File: src/rtl/fp_add_pkg.sv
// Shared binary32 field layout, special encodings and the adder's default latency.
package fp_add_pkg;

   localparam int FRAC_W   = 23;
   localparam int EXP_W    = 8;
   localparam int EXP_LSB  = FRAC_W;
   localparam int SIGN_POS = FRAC_W + EXP_W;
   localparam int MAN_W    = FRAC_W + 1;
   localparam int ALN_W    = MAN_W + 3;
   localparam int SUM_W    = ALN_W + 1;

   localparam int EXP_BIAS  = 127;
   localparam int EXP_INF_I = 2 * EXP_BIAS + 1;
   localparam logic [EXP_W-1:0] EXP_MAX = 8'hFF;
   localparam logic [31:0] QNAN = 32'h7FC00000;

   localparam int LAT_DEF = 3;

   typedef struct packed {
      logic             sign;
      logic [EXP_W-1:0] exp;
      logic [FRAC_W-1:0] frac;
   } fp32_t;

   function automatic fp32_t unpack(input logic [31:0] x);
      unpack.sign = x[SIGN_POS];
      unpack.exp  = x[EXP_LSB +: EXP_W];
      unpack.frac = x[FRAC_W-1:0];
   endfunction

endpackage

File: src/rtl/fp_add_lzc32.sv
// Combinational leading-zero count of a 32-bit vector; an all-zero input yields 32.
module lzc32 (
   input  logic [31:0] v_i,
   output logic [5:0]  cnt_o
);

   always_comb begin
      cnt_o = 6'd32;
      for (int i = 0; i < 32; i++) begin
         if (v_i[i]) cnt_o = 6'(31 - i);
      end
   end

endmodule

File: src/rtl/fp_add.sv
// Pipelined binary32 adder/subtractor: flush-to-zero, round-to-nearest-even.
// Stage 1 unpack/align, stage 2 magnitude add, stage 3 normalize/round, then LAT-3 delay registers.
module fp_add
   import fp_add_pkg::*;
#(
   parameter int LAT = LAT_DEF
) (
   input  logic        clk,
   input  logic        rst,
   input  logic [31:0] a,
   input  logic [31:0] b,
   input  logic        en,
   input  logic        sub,
   output logic [31:0] y
);

   localparam int NDLY = LAT - 2;
   localparam logic signed [9:0] E_INF = 10'(EXP_INF_I);

   // Rounding carry bumps the exponent; out-of-range exponents saturate to Inf or flush to zero.
   function automatic logic [31:0] round_pack(input logic sign, input logic signed [9:0] exp,
                                              input logic [ALN_W-2:0] fgrs);
      logic [FRAC_W:0]   frac;
      logic signed [9:0] e;
      logic              up;
      up   = fgrs[2] & (fgrs[1] | fgrs[0] | fgrs[3]);
      frac = {1'b0, fgrs[ALN_W-2:3]} + {{FRAC_W{1'b0}}, up};
      e    = frac[FRAC_W] ? exp + 10'sd1 : exp;
      if (e >= E_INF)      round_pack = {sign, EXP_MAX, {FRAC_W{1'b0}}};
      else if (e <= 10'sd0) round_pack = {sign, 31'b0};
      else                 round_pack = {sign, e[EXP_W-1:0], frac[FRAC_W-1:0]};
   endfunction

   // ---- stage 1: unpack, specials, compare, align
   fp32_t             fa_1, fb_1;
   logic              sa_1, sb_1, a_big_1, spec_1;
   logic [MAN_W-1:0]  ma_1, mb_1, m_small_1;
   logic [EXP_W-1:0]  e_big_1, e_small_1, diff_1;
   logic [ALN_W-1:0]  big_1, small_ext_1, small_aln_1, sticky_mask_1;
   logic [31:0]       spec_val_1;

   always_comb begin
      fa_1      = unpack(a);
      fb_1      = unpack(b);
      sa_1      = fa_1.sign;
      sb_1      = fb_1.sign ^ sub;
      ma_1      = (fa_1.exp == '0) ? '0 : {1'b1, fa_1.frac};
      mb_1      = (fb_1.exp == '0) ? '0 : {1'b1, fb_1.frac};
      a_big_1   = {fa_1.exp, ma_1} >= {fb_1.exp, mb_1};
      e_big_1   = a_big_1 ? fa_1.exp : fb_1.exp;
      e_small_1 = a_big_1 ? fb_1.exp : fa_1.exp;
      big_1     = {(a_big_1 ? ma_1 : mb_1), 3'b000};
      m_small_1 = a_big_1 ? mb_1 : ma_1;
      diff_1    = e_big_1 - e_small_1;
      small_ext_1   = {m_small_1, 3'b000};
      sticky_mask_1 = ~({ALN_W{1'b1}} << diff_1);
      // Beyond 26 positions the smaller operand only survives as sticky.
      if (diff_1 > 8'd26)
         small_aln_1 = {{(ALN_W-1){1'b0}}, |m_small_1};
      else
         small_aln_1 = (small_ext_1 >> diff_1)
                     | {{(ALN_W-1){1'b0}}, |(small_ext_1 & sticky_mask_1)};

      spec_1     = 1'b1;
      spec_val_1 = QNAN;
      if (((fa_1.exp == EXP_MAX) && (fa_1.frac != '0)) || ((fb_1.exp == EXP_MAX) && (fb_1.frac != '0)))
         spec_val_1 = QNAN;
      else if ((fa_1.exp == EXP_MAX) && (fb_1.exp == EXP_MAX) && (sa_1 != sb_1))
         spec_val_1 = QNAN;
      else if (fa_1.exp == EXP_MAX)
         spec_val_1 = {sa_1, EXP_MAX, {FRAC_W{1'b0}}};
      else if (fb_1.exp == EXP_MAX)
         spec_val_1 = {sb_1, EXP_MAX, {FRAC_W{1'b0}}};
      else
         spec_1 = 1'b0;
   end

   logic              vld_p1_q, spec_p1_q, sign_p1_q, op_sub_p1_q;
   logic [31:0]       spec_val_p1_q;
   logic [EXP_W-1:0]  exp_p1_q;
   logic [ALN_W-1:0]  big_p1_q, small_p1_q;

   always_ff @(posedge clk) begin
      if (en) begin
         spec_p1_q     <= spec_1;
         spec_val_p1_q <= spec_val_1;
         sign_p1_q     <= a_big_1 ? sa_1 : sb_1;
         op_sub_p1_q   <= sa_1 ^ sb_1;
         exp_p1_q      <= e_big_1;
         big_p1_q      <= big_1;
         small_p1_q    <= small_aln_1;
      end
   end

   // ---- stage 2: magnitude add/subtract (big >= small, so never negative)
   logic              vld_p2_q, spec_p2_q, sign_p2_q, op_sub_p2_q;
   logic [31:0]       spec_val_p2_q;
   logic [EXP_W-1:0]  exp_p2_q;
   logic [SUM_W-1:0]  sum_p2_q;

   always_ff @(posedge clk) begin
      if (vld_p1_q) begin
         spec_p2_q     <= spec_p1_q;
         spec_val_p2_q <= spec_val_p1_q;
         sign_p2_q     <= sign_p1_q;
         op_sub_p2_q   <= op_sub_p1_q;
         exp_p2_q      <= exp_p1_q;
         sum_p2_q      <= op_sub_p1_q ? ({1'b0, big_p1_q} - {1'b0, small_p1_q})
                                      : ({1'b0, big_p1_q} + {1'b0, small_p1_q});
      end
   end

   // ---- stage 3: normalize, round, pack
   logic [5:0]        lz_3;
   logic signed [9:0] exp_3;
   logic [ALN_W-1:0]  norm_3;
   logic [31:0]       res_3;

   lzc32 u_lzc (
      .v_i   ({sum_p2_q, 4'b0000}),
      .cnt_o (lz_3)
   );

   always_comb begin
      exp_3 = $signed({2'b00, exp_p2_q}) + 10'sd1 - $signed({4'b0000, lz_3});
      if (sum_p2_q[SUM_W-1])
         norm_3 = {sum_p2_q[SUM_W-1:2], |sum_p2_q[1:0]};
      else
         norm_3 = sum_p2_q[ALN_W-1:0] << (lz_3 - 6'd1);
      // A zero magnitude leaves no leading one; cancellation gives +0.
      if (spec_p2_q)
         res_3 = spec_val_p2_q;
      else if (!norm_3[ALN_W-1])
         res_3 = {sign_p2_q & ~op_sub_p2_q, 31'b0};
      else
         res_3 = round_pack(sign_p2_q, exp_3, norm_3[ALN_W-2:0]);
   end

   // ---- stage 3 register and trailing delay line; the last entry drives y
   logic [NDLY-1:0] vin;
   logic [31:0]     res_q [NDLY];

   assign vin[0] = vld_p2_q;

   for (genvar k = 1; k < NDLY; k++) begin : g_dly_vld
      logic vld_q;
      always_ff @(posedge clk or negedge rst) begin
         if (!rst) vld_q <= 1'b0;
         else      vld_q <= vin[k-1];
      end
      assign vin[k] = vld_q;
   end

   always_ff @(posedge clk or negedge rst) begin
      if (!rst) begin
         vld_p1_q <= 1'b0;
         vld_p2_q <= 1'b0;
         for (int k = 0; k < NDLY; k++) res_q[k] <= '0;
      end else begin
         vld_p1_q <= en;
         vld_p2_q <= vld_p1_q;
         if (vin[0]) res_q[0] <= res_3;
         for (int k = 1; k < NDLY; k++) begin
            if (vin[k]) res_q[k] <= res_q[k-1];
         end
      end
   end

   assign y = res_q[NDLY-1];

endmodule

File: config.mk
export PLATFORM = sky130hd
export DESIGN_NAME = fp_add
export DESIGN_NICKNAME = d
export VERILOG_FILES = /design/src/rtl/fp_add_pkg.sv /design/src/rtl/fp_add_lzc32.sv /design/src/rtl/fp_add.sv
export SDC_FILE = /design/constraint.sdc
export NUM_CORES = 1
export LEC_CHECK = 0
export CORE_MARGIN = 5
export CORE_UTILIZATION = 30
export DETAILED_ROUTE_END_ITERATION = 16
export GPL_ROUTABILITY_DRIVEN = 0
export GPL_TIMING_DRIVEN = 0
export PLACE_DENSITY = 0.48
export SYNTH_ARGS = -nofsm -noshare
export SYNTH_HDL_FRONTEND = slang
export SYNTH_SLANG_ARGS = --single-unit
File: constraint.sdc
create_clock -name clk -period 8.94 [get_ports clk]
set_input_delay 1.788 -clock clk [delete_from_list [all_inputs] [get_ports clk]]
set_output_delay 1.788 -clock clk [all_outputs]
set_load 0.05 [all_outputs]
==> qor.yml <==
pre_cts_slack_ns: -0.268
dieHeight_um: 231
clockRootBuffer: "clkbuf_16"
multi_input_area_um2: 9740
p_sw_mw: 2.33
grt_pass1_vias: 14200
status: "finished, final reports clean"
rows: 81
crit_path_end_kind: "register"
ys_types: 104
async_flop_share_pct: 24.5
post_cts_buffers: 0
cts_hold_buf: 0
pin_count: 100
fp.dieW_um: 231
grt_pass1_wl_mm: 82.0
cpMostUsedCell: "nand2_1"
rr_startpoint: "sum_p2_q[18]$_DFFE_PP_"
avgSynthCellArea_um2: 8.06
dr.pass1.iters: 6
grt_usage_pct: 19.5
intPower_mw: 2.27
leakagePower_nw: 6.66
r2r-end: "y[10]$_DFFE_PN0P_"
synth_edf_count: 105
coreArea_um2: 48600
clk_latency_ns: 0.48
dp_hpwl_mm: 42.9
drv_slew: 0
vias: 14500
viasPerCell: 5.64
clkPwrFrac_pct: 15.2
stdcell_area_um2: 17100
tightest_slew_ns: 1.40
whs_path_depth: 0
antenna_cells: 0
seqCellArea_um2: 4010
min_to: "exp_p2_q[6]$_DFFE_PP_"
clock-sinks: 139
required_ns: 9.13
cellPowerDensity_nw_per_um2: 270
layoutNonFillerInstCount: 2577
ff2ff_path_depth: 25
hold_start: "exp_p1_q[6]$_DFFE_PP_"
setup_viol: 0
sw_frac_of_total_pct: 50.6
final_nets: 2112
seq_power_share_pct: 20.3
critPathMaxStageDelay_ns: 0.66
maxSlewHeadroom_pct: 5.77
gr-total-overflow: 0
area_growth_pct: 16.1
yosysWarnings: 0
clock_path_buffers: 2
synth_area_um2: 14700
crit_fanout: 10
drt-total-wl_mm: 53.1
synth_flop_cell: "edfxtp_1"
p_total_mw: 4.60
drc: 0
critPathArrivalTime_ns: 8.65
grt_max_degree: 44
cts_tree: "done"
htree_levels: 4
post_drt_wl_per_cell_um: 20.6
p_comb_share_pct: 64.5
fillers: 5115
fin_worst_skew_ns: 0.0165
clkTransAtPathRegs_ns: 0.06
ir_drop_uv: 151
slowest_stage: "xnor2_1"
synth-seq-area-share_pct: 27.2
dpl.cell_count: 2545
hold_violations: 0
worst-path-buf-inv: 4
period_needed_ns: 8.46
start_kind: "input port"
die-area_um2: 53500
antenna_found_initial: 0
initialDrtViolationCount: 1468
placed_cell_area_um2: 16500
r2r_setup_slack_ns: 1.14
fmax_mhz: 118
ant_nets: 0
rsz0062_at_grt: "no"
portBuffers: 99
drive_above_1_share_pct: 7.88
finalWorstSetupSlack_ns: 0.484
cts-buffers-inserted: 17
syn_nets: 1993
postSynthCellCount: 1823
hold_class: "reg2reg"
critPathTopFamily: "compound AO/OA/AOI/OAI gates"
post-route-period-util_pct: 94.6
ys_ff_latch: 139
critical_path_class: "in2reg"
drv_cap: 0
start_util_pct: 30.2
[power by group through the flow]
stage	logic [mW]	clock network, mW	registers, mW
after detailed placement	2.90	0	0.950
after global routing	3.18	0.752	0.951
final	2.97	0.701	0.935
after floorplan	1.91	0	1.07
after global placement	2.92	0	0.948
after CTS	2.92	0.723	0.937
[layout by cell type (no fill, tap or decap), drive strengths merged, types with 16 or more instances in the layout]
cell           instances
nor2b                 18
mux2i                 46
nor4                  36
dfrtp                 34
o22ai                 35
edfxtp               105
a211oi                32
inv                  135
nor2                 148
and2                  24
nand4                 17
o21ai                136
ha                   100
o21a                  16
xnor2                 44
nor3                  58
buf                   33
nand2                247
nand3                 37
xor2                  25
o211ai                25
clkbuf                92
clkdlybuf4s50         97
nand2b                20
a21oi                116
and3                  16
[layout make-up]
class,instances,share of cell area [%]
inverter,134,2.95
timing repair buffer,100,5.87
multi-input combinational,1446,57.1
tap,622,4.56
buffer,104,2.73
clock buffer,18,2.52
sequential,139,23.5
clock inverter,14,0.800
[timing repair]
item,in CTS,in global routing
setup endpoints to repair,0,12
hold endpoints to repair,0,0
gates resized for setup,0,6
[flip-flops by register name, indices dropped and copies added (netlist names), 2 cells and up]
name / cells
y: 32
sum_p2_q: 28
exp_p2_q: 8
spec_val_p2_q: 2
big_p1_q: 24
exp_p1_q: 8
small_p1_q: 27
spec_val_p1_q: 2
[worst register-to-register path, delay by kind of cell, from the launching register on]
kind            cells  cell delay, ns
compound gates     10            2.51
flops               1            0.36
simple gates        6            2.14
fa+ha+maj           1            0.22
buf+inv             8            2.42
[synthesized netlist by cell type, drive strengths merged (10+ instances only)]
library cell / instances / area, um2
nand2: 247 / 935
nor2: 148 / 566
o21ai: 136 / 699
inv: 130 / 488
a21oi: 116 / 596
edfxtp: 105 / 3150
ha: 100 / 1250
clkbuf: 73 / 274
nor3: 58 / 313
mux2i: 46 / 460
xnor2: 44 / 385
nand3: 37 / 203
nor4: 36 / 283
o22ai: 35 / 344
dfrtp: 34 / 851
a211oi: 32 / 245
buf: 31 / 189
o211ai: 25 / 188
xor2: 25 / 226
and2: 24 / 150
nand2b: 20 / 125
nor2b: 18 / 113
nand4: 17 / 121
and3: 16 / 100
o21a: 16 / 120
o21bai: 14 / 105
a21o: 13 / 97.6
or2: 13 / 81.3
o31ai: 12 / 104
or3: 12 / 75.1
a211o: 11 / 96.3
a31oi: 11 / 68.8
mux4: 10 / 225
o211a: 10 / 100
[worst max-delay path by stage]
stage	start	to	slack, ns	cells after the start
floorplan	a[29]	small_p1_q[0]$_DFFE_PP_	2.06	25
global placement	a[24]	small_p1_q[1]$_SDFFCE_PP0P_	-0.38	27
detailed placement	a[24]	small_p1_q[1]$_SDFFCE_PP0P_	-0.27	27
CTS	a[24]	small_p1_q[1]$_SDFFCE_PP0P_	0.20	27
global route	a[24]	small_p1_q[0]$_DFFE_PP_	0.03	26
finish	a[24]	small_p1_q[0]$_DFFE_PP_	0.48	25
[through the flow]
stage               util (%)  setup TNS [ns]  hold WS, ns
floorplan                  -               0        0.400
global placement        33.8           -2.82        0.407
detailed placement      33.9           -1.59        0.405
CTS                     35.0               0        0.420
global route            35.1               0        0.425
finish                  35.1               0        0.419
[cell families after synthesis]
logic type / count (synthesis) / synth area share (%)
xor+xnor: 69 / 4.16
compound gates: 541 / 25.6
buf+inv: 238 / 6.57
flops: 139 / 27.2
simple gates: 670 / 22.4
fa+ha+maj: 102 / 8.79
mux: 64 / 5.28
[layer usage]
layer	up-vias	share of wire [%]	track usage, %
met5	-	0	0
met4	0	5.4	9.64
met3	177	5.7	3.91
met2	604	47	32.5
met1	6810	42	24.1
li1	6937	-	-
Power figures use the tool's default switching activity.
